## config.mk

```make
export PLATFORM = sky130hd
export DESIGN_NAME = evil_sink
export DESIGN_NICKNAME = d
export VERILOG_FILES = /design/src/rtl/evil_pkg.sv /design/src/rtl/evil_sink_mem.sv /design/src/rtl/evil_sink.sv
export SDC_FILE = /design/constraint.sdc
export NUM_CORES = 1
export LEC_CHECK = 0
export CORE_ASPECT_RATIO = 0.5
export CORE_MARGIN = 5
export CORE_UTILIZATION = 40
export DETAILED_ROUTE_END_ITERATION = 8
export GPL_TIMING_DRIVEN = 0
export PLACE_DENSITY = 0.68
export SKIP_LAST_GASP = 1
export SYNTH_ARGS = -nofsm -noshare
export SYNTH_HDL_FRONTEND = slang
export SYNTH_HIERARCHICAL = 1
export SYNTH_SLANG_ARGS = --single-unit
```

## constraint.sdc

```tcl
create_clock -name clk -period 2.56 [get_ports clk]
set_input_delay 0.512 -clock clk [delete_from_list [all_inputs] [get_ports clk]]
set_output_delay 0.512 -clock clk [all_outputs]
set_load 0.005 [all_outputs]
```

## src/rtl/evil_pkg.sv

```systemverilog
// Shared constants and FSM encoding for the evil_sink data path.
// Z is the root constant. A and B are derived from it, so they stay consistent when Z changes.
package evil_pkg;

  localparam int unsigned evil_pkg_Z     = 1;
  localparam int unsigned evil_pkg_A     = evil_pkg_Z;
  localparam int unsigned evil_pkg_B     = evil_pkg_Z;
  localparam int unsigned evil_pkg_DEPTH = 4;

  typedef enum logic [1:0] {
    IDLE = 2'd0,
    BUSY = 2'd1,
    HALT = 2'd2
  } state_t;

endpackage

```

## src/rtl/evil_sink_mem.sv

```systemverilog
// DEPTH x WIDTH storage with one write port and a registered read of the FIFO head.
// A write to the address being read is forwarded, so a word entering an empty FIFO shows up the next cycle.
import evil_pkg::*;

module evil_sink_mem #(
  parameter int unsigned WIDTH = evil_pkg_B,
  parameter int unsigned DEPTH = evil_pkg_DEPTH
) (
  input  logic                     clk,
  input  logic                     rst,
  input  logic                     we,
  input  logic [$clog2(DEPTH)-1:0] waddr,
  input  logic [WIDTH-1:0]         wdata,
  input  logic [$clog2(DEPTH)-1:0] raddr,
  output logic [WIDTH-1:0]         rdata
);

  logic [WIDTH-1:0] mem [DEPTH];

  always_ff @(posedge clk) begin
    if (we) mem[waddr] <= wdata;
  end

  always_ff @(posedge clk) begin
    if (rst)                       rdata <= '0;
    else if (we && waddr == raddr) rdata <= wdata;
    else                           rdata <= mem[raddr];
  end

endmodule

```

## src/rtl/evil_sink.sv

```systemverilog
// FIFO sink that checks each accepted word against EXPECT, counts matches and flags mismatches.
// Optional macro EVIL_SINK_HALT_EN: the first mismatching push halts input acceptance until rst.
import evil_pkg::*;

module evil_sink #(
  parameter int unsigned WIDTH  = evil_pkg_B,
  parameter int unsigned EXPECT = evil_pkg_A,
  parameter int unsigned DEPTH  = evil_pkg_DEPTH,
  parameter int unsigned CNT_W  = 8
) (
  input  logic             clk,
  input  logic             rst,
  input  logic             in_valid,
  output logic             in_ready,
  input  logic [WIDTH-1:0] in_data,
  output logic             out_valid,
  input  logic             out_ready,
  output logic [WIDTH-1:0] out_data,
  output logic [CNT_W-1:0] match_cnt,
  output logic             mismatch,
  output logic             full,
  output logic             empty
);

  localparam int unsigned PW = $clog2(DEPTH);
  localparam int unsigned CW = PW + 1;
  localparam logic [WIDTH-1:0] EXP_W = WIDTH'(EXPECT);

  state_t        state;
  logic [PW-1:0] wr_ptr;
  logic [PW-1:0] rd_ptr;
  logic [PW-1:0] rd_nxt;
  logic [CW-1:0] count;
  logic [CW-1:0] cnt_nxt;
  logic          push;
  logic          pop;
  logic          hit;
  logic          halt_nxt;

  // Handshakes and next occupancy. The registered flags are built from these next values.
  always_comb begin
    push    = in_valid && in_ready;
    pop     = out_valid && out_ready;
    hit     = (in_data == EXP_W);
    rd_nxt  = pop ? rd_ptr + PW'(1) : rd_ptr;
    cnt_nxt = count;
    if (push && !pop)      cnt_nxt = count + CW'(1);
    else if (pop && !push) cnt_nxt = count - CW'(1);
`ifdef EVIL_SINK_HALT_EN
    halt_nxt = (state == HALT) || (push && !hit);
`else
    halt_nxt = 1'b0;
`endif
  end

  always_ff @(posedge clk) begin
    if (rst) begin
      state     <= IDLE;
      wr_ptr    <= '0;
      rd_ptr    <= '0;
      count     <= '0;
      match_cnt <= '0;
      mismatch  <= 1'b0;
      in_ready  <= 1'b1;
      out_valid <= 1'b0;
      full      <= 1'b0;
      empty     <= 1'b1;
    end else begin
      if (push) wr_ptr <= wr_ptr + PW'(1);
      rd_ptr <= rd_nxt;
      count  <= cnt_nxt;
      if (push && hit && match_cnt != '1) match_cnt <= match_cnt + CNT_W'(1);
      if (push && !hit) mismatch <= 1'b1;
      full      <= (cnt_nxt == CW'(DEPTH));
      empty     <= (cnt_nxt == '0);
      out_valid <= (cnt_nxt != '0);
      in_ready  <= (cnt_nxt != CW'(DEPTH)) && !halt_nxt;
      case (state)
        IDLE:    if (push) state <= BUSY;
        BUSY:    if (cnt_nxt == '0) state <= IDLE;
        default: state <= state;
      endcase
`ifdef EVIL_SINK_HALT_EN
      if (halt_nxt) state <= HALT;
`endif
    end
  end

  evil_sink_mem #(
    .WIDTH (WIDTH),
    .DEPTH (DEPTH)
  ) u_mem (
    .clk   (clk),
    .rst   (rst),
    .we    (push),
    .waddr (wr_ptr),
    .wdata (in_data),
    .raddr (rd_nxt),
    .rdata (out_data)
  );

endmodule

```

==> results of run 1 <==
==> final cells by class <==
| class | count | area (sq um) |
|---|---|---|
| inverter | 4 | 15.0 |
| tap | 37 | 46.3 |
| multi-input combinational | 82 | 563 |
| clock inverter | 1 | 7.51 |
| buffer | 3 | 11.3 |
| clock buffer | 3 | 41.3 |
| fill | 247 | 1250 |
| sequential | 25 | 541 |
| timing repair buffer | 18 | 180 |
==> registers in the layout, indices dropped and copies added, names as in the netlist <==
name	flops
count	3
empty	1
full	1
in_ready	1
match_cnt	8
mismatch	1
out_valid	1
rd_ptr	2
u_mem/mem	4
u_mem/rdata	1
wr_ptr	2
==> worst paths after layout <==
path                 end  slack (ns)  depth (start not counted)
max reg2reg     in_ready        0.64                          5
min             mismatch        0.49                          2
max          u_mem/rdata        0.38                          6
min reg2reg     mismatch        0.49                          2
==> Yosys cell counts (2+ instances only) <==
master / number
a211oi_1: 2
xor2_1: 8
nor3_1: 2
nand2_1: 8
and3_1: 3
nand4_1: 2
o21ai_0: 2
nand3_1: 4
o211ai_1: 2
xnor2_1: 6
nor2b_1: 3
and2_1: 2
ha_1: 3
edfxtp_1: 4
clkbuf_1: 3
nor2_1: 16
dfxtp_1: 21
inv_1: 2
==> worst max-delay path, cell delays in order <==
cell             delay, ns
clkdlybuf4s50_1       0.46
nand2_1               0.13
xnor2_1               0.39
mux4_2                0.58
o31a_1                0.12
o21ba_1               0.16
==> power breakdown <==
part	leakage, nW	internal [mW]	switching (mW)
clock network	0.0217	0.110	0.124
logic	0.293	0.161	0.147
registers	0.209	0.454	0.0471
==> layout by cell type (no fill, tap or decap), types with 2 or more instances in the layout <==
| master | count |
|---|---|
| and2_1 | 2 |
| clkdlybuf4s50_1 | 18 |
| nand2_1 | 8 |
| clkbuf_8 | 3 |
| nor2b_1 | 3 |
| edfxtp_1 | 4 |
| ha_1 | 3 |
| xnor2_1 | 6 |
| inv_1 | 2 |
| and3_1 | 3 |
| xor2_1 | 8 |
| nor3_1 | 2 |
| nor2_1 | 16 |
| dfxtp_1 | 21 |
| o211ai_1 | 2 |
| nand4_1 | 2 |
| nand3_1 | 4 |
| clkbuf_1 | 3 |
| o21ai_0 | 2 |
| a211oi_1 | 2 |
==> routing by layer <==
| layer | vias to the layer above | GRT usage, % | part of all wire (%) |
|---|---|---|---|
| met3 | 2 | 3.78 | 2.9 |
| met1 | 398 | 14.0 | 51 |
| met5 | - | 0 | 0 |
| li1 | 446 | - | - |
| met2 | 10 | 18.7 | 45 |
| met4 | 0 | 3.79 | 1.1 |
==> logic make-up after synthesis <==
| logic type | share of synthesized area, % |
|---|---|
| and+or+nand+nor | 20.2 |
| xor gates and xnor gates | 10.9 |
| DFF | 47.8 |
| adders and majority gates | 3.32 |
| muxes | 3.88 |
| AOI/OAI and AO/OA | 11.6 |
| buffers and inverters | 2.33 |
==> stage by stage <==
step	setup WS, ns	utilization [%]	power, mW	std cells
2_1_floorplan	0.755	-	0.712	114
3_3_place_gp	0.0918	51.2	0.808	169
3_5_place_dp	0.0813	51.2	0.817	169
4_1_cts	0.369	53.0	1.05	173
5_1_grt	0.274	53.0	1.12	173
6_report	0.384	53.0	1.04	173
==> results.toml, run 1 <==
[drt]
drt-pass1-iter-count = 4
wl_microns = 2080
vias = 856
final_antenna_net_count = 0
dr.first_iter.drc_count = 40
wl_per_cell_microns = 12.0
routed_via_density = 4.95
drc_errors = 0

[timing]
rsz0062_at_grt = "no"
maxSlewViolCount = 0
worst_pin_slew_ns = 0.443
finalWorstPathRequiredPeriod_ns = 2.18
finalHoldViolations = 0
fmax_mhz = 460
post-route-period-util_pct = 85.0
holdWs_ns = 0.493
relSlewSlack_pct = 70.1
tns_ns = 0
fin_skew_ns = 0.00959
setup_viol = 0

[placed_design]
dp_hpwl_microns = 1580
dpl_cell_area_sq_um = 1360
io_buffer_count = 18
gp_congestion = 0.812

[final_layout]
area_growth_pct = 24.4
layout.nets = 145
n_antenna_cell = 0
layout-drive-gt1-share_pct = 6.62
finalInstanceArea_sq_um = 1410

[clock_tree]
clock_latency_ns = 0.27
clockBufferDepth = 2
numCtsBuffers = 3
cts_root_buf = "clkbuf_8"
cts_tree = "done"
numClockSinks = 25
htreeDepth = 1
cts.hold.buffers_added = 0
post_cts_buffers = 0
ctsResizeCount = 0
clkSlewWorstSetupHoldPaths_ns = 0.09

[worst_setup_path]
timing.rr.start = "count[0]"
crit_start = "out_ready"
arrival_ns = 2.35
critical_path_required_ns = 2.73
crit_fanout = 5
startpoint_type = "input pin"
endpoint_kind = "flip-flop"
crit_type = "input pin to flip-flop"

[worst_hold_path]
hp-start = "mismatch"
hp-class = "flip-flop to flip-flop"

[die]
start_util_pct = 42.6
die_area_sq_um = 4050
die_w_microns = 85.2
fp.coreArea_sq_um = 2650
dieHeight_microns = 47.6
ioPinCount = 19
fp-row-count = 13

[grt]
first_global_vias = 783
grt_use_total_pct = 11.2
grt_pass1_wl_microns = 3470
antenna_found_initial = 0
gr-total-overflow = 0
grt_max_degree = 16

[synthesis]
yosysWarnings = 6
synth_top_area_cell = "dfxtp_1"
synth.avg_cell_area_sq_um = 9.91
synth_area_sq_um = 1130
syn_nets = 122
synthCells = 114
ys_types = 39
ys_top_cells_by_area = "dfxtp_1, edfxtp_1, xor2_1"
async_flop_share_pct = 0
ys_ff_latch = 25
synth_ff_type = "dfxtp_1"
synth_edf_count = 4
yosysTopAreaCellShare_pct = 37.2
ys_seq_area_share_pct = 47.8

[run_status]
status = "completed"

[run]
maxCapViolations = 0

[pwr]
ir_drop_mv = 0.351
p_leak_nw = 0.524
p_per_area_nw_per_um2 = 742
Note: power is estimated with default switching activity, not from simulation.
==> run 2, diff against run 1 <==
--- a/config.mk
+++ b/config.mk
@@ -10,9 +10,9 @@
 export CORE_UTILIZATION = 40
 export DETAILED_ROUTE_END_ITERATION = 8
 export GPL_TIMING_DRIVEN = 0
-export PLACE_DENSITY = 0.68
+export MAX_ROUTING_LAYER = met4
+export PLACE_DENSITY = 0.67
 export SKIP_LAST_GASP = 1
 export SYNTH_ARGS = -nofsm -noshare
 export SYNTH_HDL_FRONTEND = slang
-export SYNTH_HIERARCHICAL = 1
 export SYNTH_SLANG_ARGS = --single-unit
==> results.toml, run 2 <==
[run_status]
status = "completed"

[clock_tree]
clockBufferDepth = 2
clock_latency_ns = 0.27
ctsResizeCount = 0
numCtsBuffers = 3
htreeDepth = 1
cts_tree = "done"
clkSlewWorstSetupHoldPaths_ns = 0.09
cts.hold.buffers_added = 0
cts_root_buf = "clkbuf_8"
numClockSinks = 25
post_cts_buffers = 0

[drt]
met3_length_microns = 81
drc_errors = 0
vias = 980
wl_microns = 2440
final_antenna_net_count = 0
dr.first_iter.drc_count = 42
drt-pass1-iter-count = 4
wl_met1_microns = 1150
dr_wl_met2_microns = 1210
wl_per_cell_microns = 13.1
routed_via_density = 5.24
top_layer_used = "met3"

[timing]
setup_viol = 0
post-route-period-util_pct = 69.7
holdWs_ns = 0.474
fin_skew_ns = 0.00698
maxSlewViolCount = 0
fmax_mhz = 561
tns_ns = 0
rsz0062_at_grt = "no"
finalHoldViolations = 0
finalWorstPathRequiredPeriod_ns = 1.78
worst_pin_slew_ns = 0.567
relSlewSlack_pct = 62.2

[final_layout]
fin_cells = 187
area_growth_pct = 20.6
top_regs = "match_cnt (8), u_mem.mem (4), count (3)"
multi_input_area_sq_um = 663
final_common_cell = "dfxtp_1"
finalInstanceArea_sq_um = 1510
largest-register = "match_cnt"
mostFrequentLayoutCells = "dfxtp_1, clkdlybuf4s50_1, nor2_1, nand2_1, ha_1"
layout.nets = 160
fill_cells = 289
largest_register_ffs = 8
layout-drive-gt1-share_pct = 10.9
seqCellArea_sq_um = 541
n_antenna_cell = 0

[die]
fp.coreArea_sq_um = 3000
start_util_pct = 41.8
dieHeight_microns = 49.6
die_area_sq_um = 4420
fp-row-count = 14
ioPinCount = 19
die_w_microns = 89.1

[grt]
first_global_vias = 893
gr-total-overflow = 0
grt_pass1_wl_microns = 4130
antenna_found_initial = 0
grt_max_degree = 16
grt_use_total_pct = 12.4

[pwr]
switchingPower_uw = 345
ir_drop_mv = 0.285
switching_share_pct = 31.8
p_seq_share_pct = 46.0
p_leak_nw = 0.572
p_clk_share_pct = 22.5
power_mw = 1.08
p_per_area_nw_per_um2 = 717
p_int_uw = 738
power_frac_comb_pct = 31.5

[placed_design]
io_buffer_count = 16
dpl.cell_count = 183
dp_hpwl_microns = 1790
dpl_cell_area_sq_um = 1460
gp_congestion = 0.806

[worst_setup_path]
cp_slowest_cell = "clkdlybuf4s50_1"
startpoint_type = "flip-flop"
crit_chain = "clkdlybuf4s50_1"
crit_type = "flip-flop to primary output"
crit_start = "match_cnt[2]"
crit_fanout = 7
timing.rr.start = "count[0]"
path_buf_inv = 1
critical_path_required_ns = 2.05
max_stage_delay_ns = 0.54
endpoint_kind = "primary output"
crit_family = "buffers and inverters"
arrival_ns = 1.27

[synthesis]
yosysMostFrequentCell = "dfxtp_1"
yosysTopAreaCellShare_pct = 33.6
synth.top_cells.by_count = "dfxtp_1, nor2_1, nand2_1"
synth_edf_count = 4
synth.avg_cell_area_sq_um = 9.86
synthCells = 127
ys_seq_area_share_pct = 43.2
ys_ff_latch = 25
ys_top_cells_by_area = "dfxtp_1, edfxtp_1, ha_1"
synth_ff_type = "dfxtp_1"
ys_types = 38
synth_top_area_cell = "dfxtp_1"
async_flop_share_pct = 0
synth_area_sq_um = 1250
yosysWarnings = 0
syn_nets = 139

[worst_hold_path]
hp-start = "mismatch"
hp-class = "flip-flop to flip-flop"

[run]
maxCapViolations = 0
## run 2: path summary, 6_finish.rpt
kind	endpoint	slack, ns	depth (start not counted)
hold / removal	mismatch	0.47	2
setup / recovery	match_cnt[2]	0.78	1
setup reg to reg	out_valid	0.97	6
hold reg to reg	mismatch	0.47	2
## run 2: metrics by stage
step	setup slack, ns	utilization [%]
finish	0.776	50.4
global route	0.704	50.4
CTS	0.770	50.4
detailed placement	0.498	48.8
global placement	0.513	48.8
floorplan	1.11	-
## run 2: cells by family after synthesis
| family | count (synthesis) | share of synthesized area (%) |
|---|---|---|
| buf+inv | 10 | 3.90 |
| flops | 25 | 43.2 |
| simple gates | 51 | 21.1 |
| xor+xnor | 9 | 6.29 |
| compound gates | 21 | 13.1 |
| mux | 4 | 5.49 |
| fa+ha+maj | 7 | 6.99 |
## run 2: cell type report
cell class,instances,area share (%)
repair buffers,16,10.6
well taps,40,3.31
plain buffers,6,2.24
inverters,4,0.994
multi-input cells,92,43.9
clock inverters,1,0.414
clock buffers,3,2.73
flip-flops and latches,25,35.8
## run 2: power by group through the flow
stage / logic, mW / registers [mW] / clock network [mW]
detailed placement: 0.343 / 0.507 / 0
global placement: 0.331 / 0.504 / 0
CTS: 0.344 / 0.498 / 0.242
finish: 0.341 / 0.499 / 0.243
floorplan: 0.239 / 0.502 / 0
global route: 0.384 / 0.507 / 0.269
## run 2: layer usage
metal,vias to the layer above,GRT usage (%)
li1,492,-
met1,468,15.8
met2,20,18.8
met3,0,4.16
met4,0,2.97
met5,-,-
